<file path="config.mk">
export PLATFORM = sky130hd
export DESIGN_NAME = sisc_seq_flat
export DESIGN_NICKNAME = d
export VERILOG_FILES = /design/src/rtl/sisc_seq_if.sv /design/src/rtl/sisc_seq.sv /design/src/flat_wrapper.sv
export SDC_FILE = /design/constraint.sdc
export NUM_CORES = 1
export LEC_CHECK = 0
export ABC_AREA = 0
export BUFFER_PORTS_ARGS = -buffer_cell sky130_fd_sc_hd__buf_2
export CAP_MARGIN = 20
export CORE_AREA = 2 2 83 85
export DETAILED_ROUTE_END_ITERATION = 12
export DIE_AREA = 0 0 85 87
export PLACE_DENSITY = 0.9
export SYNTH_ARGS = -nofsm -noshare
export SYNTH_HDL_FRONTEND = slang
export SYNTH_SLANG_ARGS = --single-unit
</file>
<file path="constraint.sdc">
create_clock -name clk -period 7.4 [get_ports clk]
set_input_delay 0.74 -clock clk [delete_from_list [all_inputs] [get_ports clk]]
set_output_delay 0.74 -clock clk [all_outputs]
set_load 0.02 [all_outputs]
</file>
<file path="src/rtl/sisc_seq_if.sv">
// ---------------------------------------------------------------------------
// sisc_seq_if : instruction-memory fetch bus between the sequencer and imem.
//   imem_addr  [AW-1:0]  fetch address (current PC), sequencer -> memory
//   imem_req             fetch request, sequencer -> memory
//   imem_data  [31:0]    instruction word, memory -> sequencer
//   imem_ready           imem_data valid this cycle, memory -> sequencer
// Modports: master = sequencer side, slave = memory side.
// ---------------------------------------------------------------------------
interface sisc_seq_if #(
    parameter int unsigned AW = 16
) ();

    localparam int unsigned IW = 32;

    logic [AW-1:0] imem_addr;
    logic          imem_req;
    logic [IW-1:0] imem_data;
    logic          imem_ready;

    modport master (
        output imem_addr,
        output imem_req,
        input  imem_data,
        input  imem_ready
    );

    modport slave (
        input  imem_addr,
        input  imem_req,
        output imem_data,
        output imem_ready
    );

endinterface

</file>
<file path="src/rtl/sisc_seq.sv">
// ---------------------------------------------------------------------------
// sisc_seq : instruction sequencer for a small single-issue core.
//   Fetches a 32-bit word, decodes the opcode in ir[31:28] and steps through
//   EXECUTE / WRITEBACK for ALU ops, resolves BRA/BRR branches against the
//   status flags, and parks in HALT on HLT until reset.
//
// Ports:
//   clk        in   clock, all state changes on the rising edge
//   rst_f      in   asynchronous active-low reset
//   imem       mst  fetch bus (imem_addr = PC, imem_req, imem_data, imem_ready)
//   stat[3:0]  in   status flags {C, V, N, Z}
//   ir[31:0]   out  latched instruction register
//   ex_en      out  one-cycle execute strobe (ALU ops only)
//   wb_en      out  one-cycle register-file write strobe
//   halted     out  high while in HALT
//   state[2:0] out  current FSM state code, for debug
//
// Parameters:
//   AW        instruction address width (AW <= 32)
//   RESET_PC  PC value loaded on reset
// ---------------------------------------------------------------------------
module sisc_seq #(
    parameter int unsigned    AW       = 16,
    parameter logic [AW-1:0]  RESET_PC = AW'(16'h0000)
) (
    input  logic              clk,
    input  logic              rst_f,
    sisc_seq_if.master        imem,
    input  logic [3:0]        stat,
    output logic [31:0]       ir,
    output logic              ex_en,
    output logic              wb_en,
    output logic              halted,
    output logic [2:0]        state
);

    localparam int unsigned IW  = 32;
    localparam int unsigned OPW = 4;

    localparam logic [OPW-1:0] OP_NOP = 4'h0;
    localparam logic [OPW-1:0] OP_ALU = 4'h1;
    localparam logic [OPW-1:0] OP_BRA = 4'h2;
    localparam logic [OPW-1:0] OP_BRR = 4'h3;
    localparam logic [OPW-1:0] OP_HLT = 4'hF;

    typedef enum logic [2:0] {
        ST_START     = 3'd0,
        ST_FETCH     = 3'd1,
        ST_DECODE    = 3'd2,
        ST_EXECUTE   = 3'd3,
        ST_WRITEBACK = 3'd4,
        ST_HALT      = 3'd5
    } state_t;

    state_t          state_q;
    state_t          state_next;
    logic [AW-1:0]   pc_q;
    logic [AW-1:0]   pc_next;
    logic [IW-1:0]   ir_q;
    logic [IW-1:0]   ir_next;
    logic            imem_req_q;

    logic [OPW-1:0]  opcode;
    logic [3:0]      br_mask;
    logic            br_taken;
    logic [IW-1:0]   br_rel_ext;
    logic [AW-1:0]   pc_inc;
    logic [AW-1:0]   bra_target;
    logic [AW-1:0]   brr_target;

    // Instruction fields and branch resolution, all from registered ir/pc.
    assign opcode     = ir_q[31:28];
    assign br_mask    = ir_q[27:24];
    // An all-zero mask is an unconditional branch.
    assign br_taken   = (br_mask == 4'h0) || ((stat & br_mask) != 4'h0);
    assign br_rel_ext = {{16{ir_q[15]}}, ir_q[15:0]};
    // Natural AW-bit wrap gives the modulo-2^AW PC arithmetic.
    assign pc_inc     = pc_q + AW'(1);
    assign bra_target = ir_q[AW-1:0];
    // PC has already been incremented past the branch when this is used.
    assign brr_target = pc_q + br_rel_ext[AW-1:0];

    // Next-state, next-PC and next-IR selection.
    always_comb begin
        state_next = ST_START;
        pc_next    = pc_q;
        ir_next    = ir_q;
        case (state_q)
            ST_START: begin
                state_next = ST_FETCH;
            end
            ST_FETCH: begin
                if (imem.imem_ready) begin
                    ir_next    = imem.imem_data;
                    pc_next    = pc_inc;
                    state_next = ST_DECODE;
                end else begin
                    state_next = ST_FETCH;
                end
            end
            ST_DECODE: begin
                case (opcode)
                    OP_ALU,
                    OP_BRA,
                    OP_BRR:  state_next = ST_EXECUTE;
                    OP_HLT:  state_next = ST_HALT;
                    OP_NOP:  state_next = ST_FETCH;
                    default: state_next = ST_FETCH;
                endcase
            end
            ST_EXECUTE: begin
                if (opcode == OP_ALU) begin
                    state_next = ST_WRITEBACK;
                end else begin
                    state_next = ST_FETCH;
                    if (br_taken) begin
                        if (opcode == OP_BRA) begin
                            pc_next = bra_target;
                        end else if (opcode == OP_BRR) begin
                            pc_next = brr_target;
                        end
                    end
                end
            end
            ST_WRITEBACK: begin
                state_next = ST_FETCH;
            end
            ST_HALT: begin
                state_next = ST_HALT;
            end
            default: begin
                // Unused codes 6-7 recover through START.
                state_next = ST_START;
            end
        endcase
    end

    // State, PC, IR and the registered Moore strobes.
    // Strobes are loaded from the state being entered, so each one is a pure
    // function of the registered state (and ir for ex_en) and never of inputs.
    always_ff @(posedge clk or negedge rst_f) begin
        if (!rst_f) begin
            state_q    <= ST_START;
            pc_q       <= RESET_PC;
            ir_q       <= '0;
            imem_req_q <= 1'b0;
            ex_en      <= 1'b0;
            wb_en      <= 1'b0;
            halted     <= 1'b0;
        end else begin
            state_q    <= state_next;
            pc_q       <= pc_next;
            ir_q       <= ir_next;
            imem_req_q <= (state_next == ST_FETCH);
            ex_en      <= (state_next == ST_EXECUTE) && (ir_next[31:28] == OP_ALU);
            wb_en      <= (state_next == ST_WRITEBACK);
            halted     <= (state_next == ST_HALT);
        end
    end

    // Output wiring of registered state.
    assign imem.imem_addr = pc_q;
    assign imem.imem_req  = imem_req_q;
    assign ir             = ir_q;
    assign state          = state_q;

endmodule

</file>
<file path="src/flat_wrapper.sv">
// flat-port wrapper written by rule: the top's interface ports become plain ports
module sisc_seq_flat 
#(
    parameter int unsigned    AW       = 16,
    parameter logic [AW-1:0]  RESET_PC = AW'(16'h0000)
)
  (clk, rst_f, stat, ir, ex_en, wb_en, halted, state, imem_imem_addr, imem_imem_req, imem_imem_data, imem_imem_ready);
  sisc_seq_if #(.AW(AW)) imem_i ();
  input  logic clk;
  input  logic rst_f;
  input  logic [3:0] stat;
  output logic [31:0] ir;
  output logic ex_en;
  output logic wb_en;
  output logic halted;
  output logic [2:0] state;
  output wire logic [$bits(imem_i.imem_addr)-1:0] imem_imem_addr;
  output wire logic [$bits(imem_i.imem_req)-1:0] imem_imem_req;
  input wire logic [$bits(imem_i.imem_data)-1:0] imem_imem_data;
  input wire logic [$bits(imem_i.imem_ready)-1:0] imem_imem_ready;
  assign imem_imem_addr = imem_i.imem_addr;
  assign imem_imem_req = imem_i.imem_req;
  assign imem_i.imem_data = imem_imem_data;
  assign imem_i.imem_ready = imem_imem_ready;
  sisc_seq #(.AW(AW), .RESET_PC(RESET_PC)) u_core (.clk(clk), .rst_f(rst_f), .imem(imem_i), .stat(stat), .ir(ir), .ex_en(ex_en), .wb_en(wb_en), .halted(halted), .state(state));
endmodule
</file>
==> impl_metrics.py <==
metrics = {
    "clock_tree": {
        "cts-hold-fix-buffers": 0,
        "cts_resized": 0,
        "htree_levels": 2,
        "numCtsBuffers": 5,
        "post_cts.repair.setup_buffers": 0,
        "clockBufferDepth": 2,
        "cts-root-buf": "clkbuf_8",
        "clock_sinks": 55,
        "worstSkewPairLatency_ns": 0.31,
        "cts_tree": "yes",
        "path_clk_slew_ns": 0.11,
    },
    "sta": {
        "maxSlewHeadroom_pct": 43.6,
        "maxSlewViolCount": 0,
        "setup_slack_ns": 4.71,
        "max_freq_mhz": 372,
        "fin_crit_sh_pct": 36.4,
        "hold_viol": 0,
        "rsz0062_at_grt": "false",
        "finalSetupViolations": 0,
        "fin_tns_setup_ns": 0,
        "finalClockSkew_ns": 0.0123,
        "period_needed_ns": 2.69,
        "tightest_slew_ns": 0.846,
    },
    "route": {
        "wire_per_inst_um": 15.7,
        "routed_via_density": 5.99,
        "via_count": 3458,
        "final_antenna_net_count": 0,
        "first_pass_iters": 5,
        "drc_errors": 0,
        "drtIter0Drc": 494,
        "drt_wl_total_mm": 9.07,
    },
    "critical_path": {
        "cp_num_buf_inv": 0,
        "crit_type": "flip-flop to flip-flop",
        "r2r_slack_ns": 4.71,
        "cp_data_arrival_time_ns": 2.93,
        "cp_top_family": "compound AO/OA/AOI/OAI gates",
        "critPathSlowestCell": "dfrtp_1",
        "crit_top_cell": "o211ai_2",
        "path_cells": "ha_1, fa_1, a21o_1, a221oi_2, o211ai_2, a2111oi_2, a31oi_1, o211ai_2",
        "critical_path.max_stage_delay_ns": 0.45,
        "worstPathMaxFanout": 7,
        "worstPathRequired_ns": 7.64,
        "critPathLaunchType": "flip-flop",
        "endpoint_kind": "flip-flop",
    },
    "yosys": {
        "synthCells": 408,
        "synth_fp_nets": 464,
        "seq_area_frac_synth_pct": 40.7,
        "ys_ff_latch": 55,
        "yosysTopAreaCell": "dfrtp_1",
        "synth_area_leaders": "dfrtp_1, nand2_1, ha_1",
        "synth_top_area_share_pct": 40.7,
        "syn_avg_cell_area_um2": 8.30,
        "ys_types": 59,
        "synth.cell_area_um2": 3380,
        "synth_common_cells": "nand2_1, dfrtp_1, a21oi_1, nor2_1, o21ai_0",
        "synth_edf_count": 0,
        "ys_warn_count": 0,
        "yosysMostFrequentCell": "nand2_1",
        "synth_ff_type": "dfrtp_1",
        "async_flop_share_pct": 100,
    },
    "power": {
        "p_clk_share_pct": 9.4,
        "swShare_pct": 51.9,
        "leakage_nw": 2.06,
        "peakVddDrop_mv": 0.264,
        "intPower_mw": 1.05,
        "power_density_nw_per_um2": 544,
        "switching_power_mw": 1.13,
        "power_frac_comb_pct": 62.3,
        "p_seq_share_pct": 28.4,
    },
    "final_layout": {
        "stdcell_count": 577,
        "drive_gt1_share_pct": 23.5,
        "syn2layout_area_growth_pct": 18.7,
        "nets": 552,
        "antennaDiodeCount": 0,
    },
    "die": {
        "dieArea_um2": 7400,
        "die-width_um": 85,
        "coreArea_um2": 6570,
        "ioPinCount": 94,
        "start_util_pct": 51.5,
        "row_count": 30,
        "die_height_um": 87,
    },
    "global_route": {
        "grt_max_degree": 56,
        "antenna_found_initial": 0,
        "grt_util_all_layers_pct": 24.5,
        "gr-total-overflow": 0,
        "grt_pass1_wl_mm": 14.8,
        "grt_pass1_vias": 3141,
    },
    "flow_run": {
        "cap_viol_max_count": 0,
    },
    "placement": {
        "pre_cts_ws_ns": 4.79,
        "hpwl_mm": 6.58,
        "dp.cells": 569,
        "portBuffers": 93,
        "place.gp.congestion": 0.922,
    },
    "status": {
        "status": "completed",
    },
    "worst_hold_path": {
        "min_path_type": "flip-flop to flip-flop",
    },
}
per-stage QoR:
step           util (%)  hold slack, ns  total power [mW]  instance area [um2]
6_report           61.2           0.477              2.19                 4020
2_1_floorplan         -           0.444              1.58                 3380
3_5_place_dp       59.5           0.457              1.96                 3910
4_1_cts            61.2           0.482              2.17                 4020
5_1_grt            61.2           0.508              2.37                 4020
3_3_place_gp       59.5           0.454              1.91                 3910
tightest hold or removal path, stage by stage (launching register included):
cell     delay, ns
dfrtp_1       0.35
nand2_1       0.05
nand2_1       0.05
area by class of cell:
cell class	instances	area, um2
Multi-Input combinational cell	331	1920
Tap cell	80	100
Clock buffer	6	72.6
Fill cell	534	2550
Inverter	7	26.3
Timing Repair Buffer	96	488
Sequential cell	55	1380
Clock inverter	2	38.8
power by group through the flow:
stage	clock [mW]	combinational (mW)	sequential (mW)
floorplan	0	0.841	0.741
global placement	0	1.30	0.610
detailed placement	0	1.34	0.618
CTS	0.205	1.35	0.612
global route	0.217	1.51	0.642
finish	0.205	1.36	0.620
cells in the final DEF, fill, tap and decap left out, types with 3 or more instances in the layout:
| master | instances |
|---|---|
| a21oi_1 | 29 |
| nor2_1 | 22 |
| o21ai_0 | 18 |
| xnor2_1 | 4 |
| nand3_1 | 14 |
| o22ai_1 | 4 |
| clkbuf_8 | 5 |
| nor3_1 | 5 |
| nand2_1 | 122 |
| o211ai_1 | 3 |
| xor2_1 | 7 |
| nand4_1 | 8 |
| and3_1 | 9 |
| mux2i_1 | 3 |
| buf_4 | 3 |
| dfrtp_1 | 55 |
| buf_2 | 93 |
| nand3b_1 | 4 |
| a22oi_1 | 4 |
| ha_1 | 16 |
| inv_1 | 7 |
| a21o_1 | 5 |
| a211oi_1 | 3 |
| a31oi_1 | 10 |
per-layer routing:
layer | global-route usage (%) | wire [um] | vias to the layer above
li1 | - | - | 1634
met1 | 33.1 | 3750 | 1605
met2 | 40.1 | 4360 | 189
met3 | 2.94 | 720 | 30
met4 | 10.1 | 242 | 0
met5 | 0 | 0 | -
logic make-up (layout without fill, tap and decap cells):
group | Yosys count | count (layout) | share of synthesized area (%)
XOR/XNOR | 11 | 11 | 2.85
adder cells (fa/ha/maj) | 17 | 17 | 6.51
AO/OA/AOI/OAI | 96 | 96 | 18.7
multiplexers | 3 | 3 | 0.887
flip-flops | 55 | 55 | 40.7
buffers and inverters | 22 | 111 | 2.92
AND/OR/NAND/NOR | 204 | 204 | 27.4
state kept, by name, indices dropped and copies added, names as in the netlist:
signal and flops:
u_core.state 3, u_core.ir 32, u_core.imem.imem_addr 16, u_core.ex_en 1
u_core.wb_en 1, u_core.halted 1, u_core.imem.imem_req 1
worst paths after layout:
| path | start | to | cells after the start |
|---|---|---|---|
| max in group asynchronous | rst_f | u_core.imem.imem_addr[3] | 2 |
| setup / recovery | u_core.imem.imem_addr[0] | u_core.imem.imem_addr[12] | 8 |
| min in group asynchronous | rst_f | u_core.ir[14] | 2 |
| hold reg to reg | u_core.ir[20] | u_core.ir[20] | 2 |
| setup reg to reg | u_core.imem.imem_addr[0] | u_core.imem.imem_addr[12] | 8 |
| hold / removal | u_core.ir[20] | u_core.ir[20] | 2 |
Note: power is estimated with default switching activity, not from simulation.
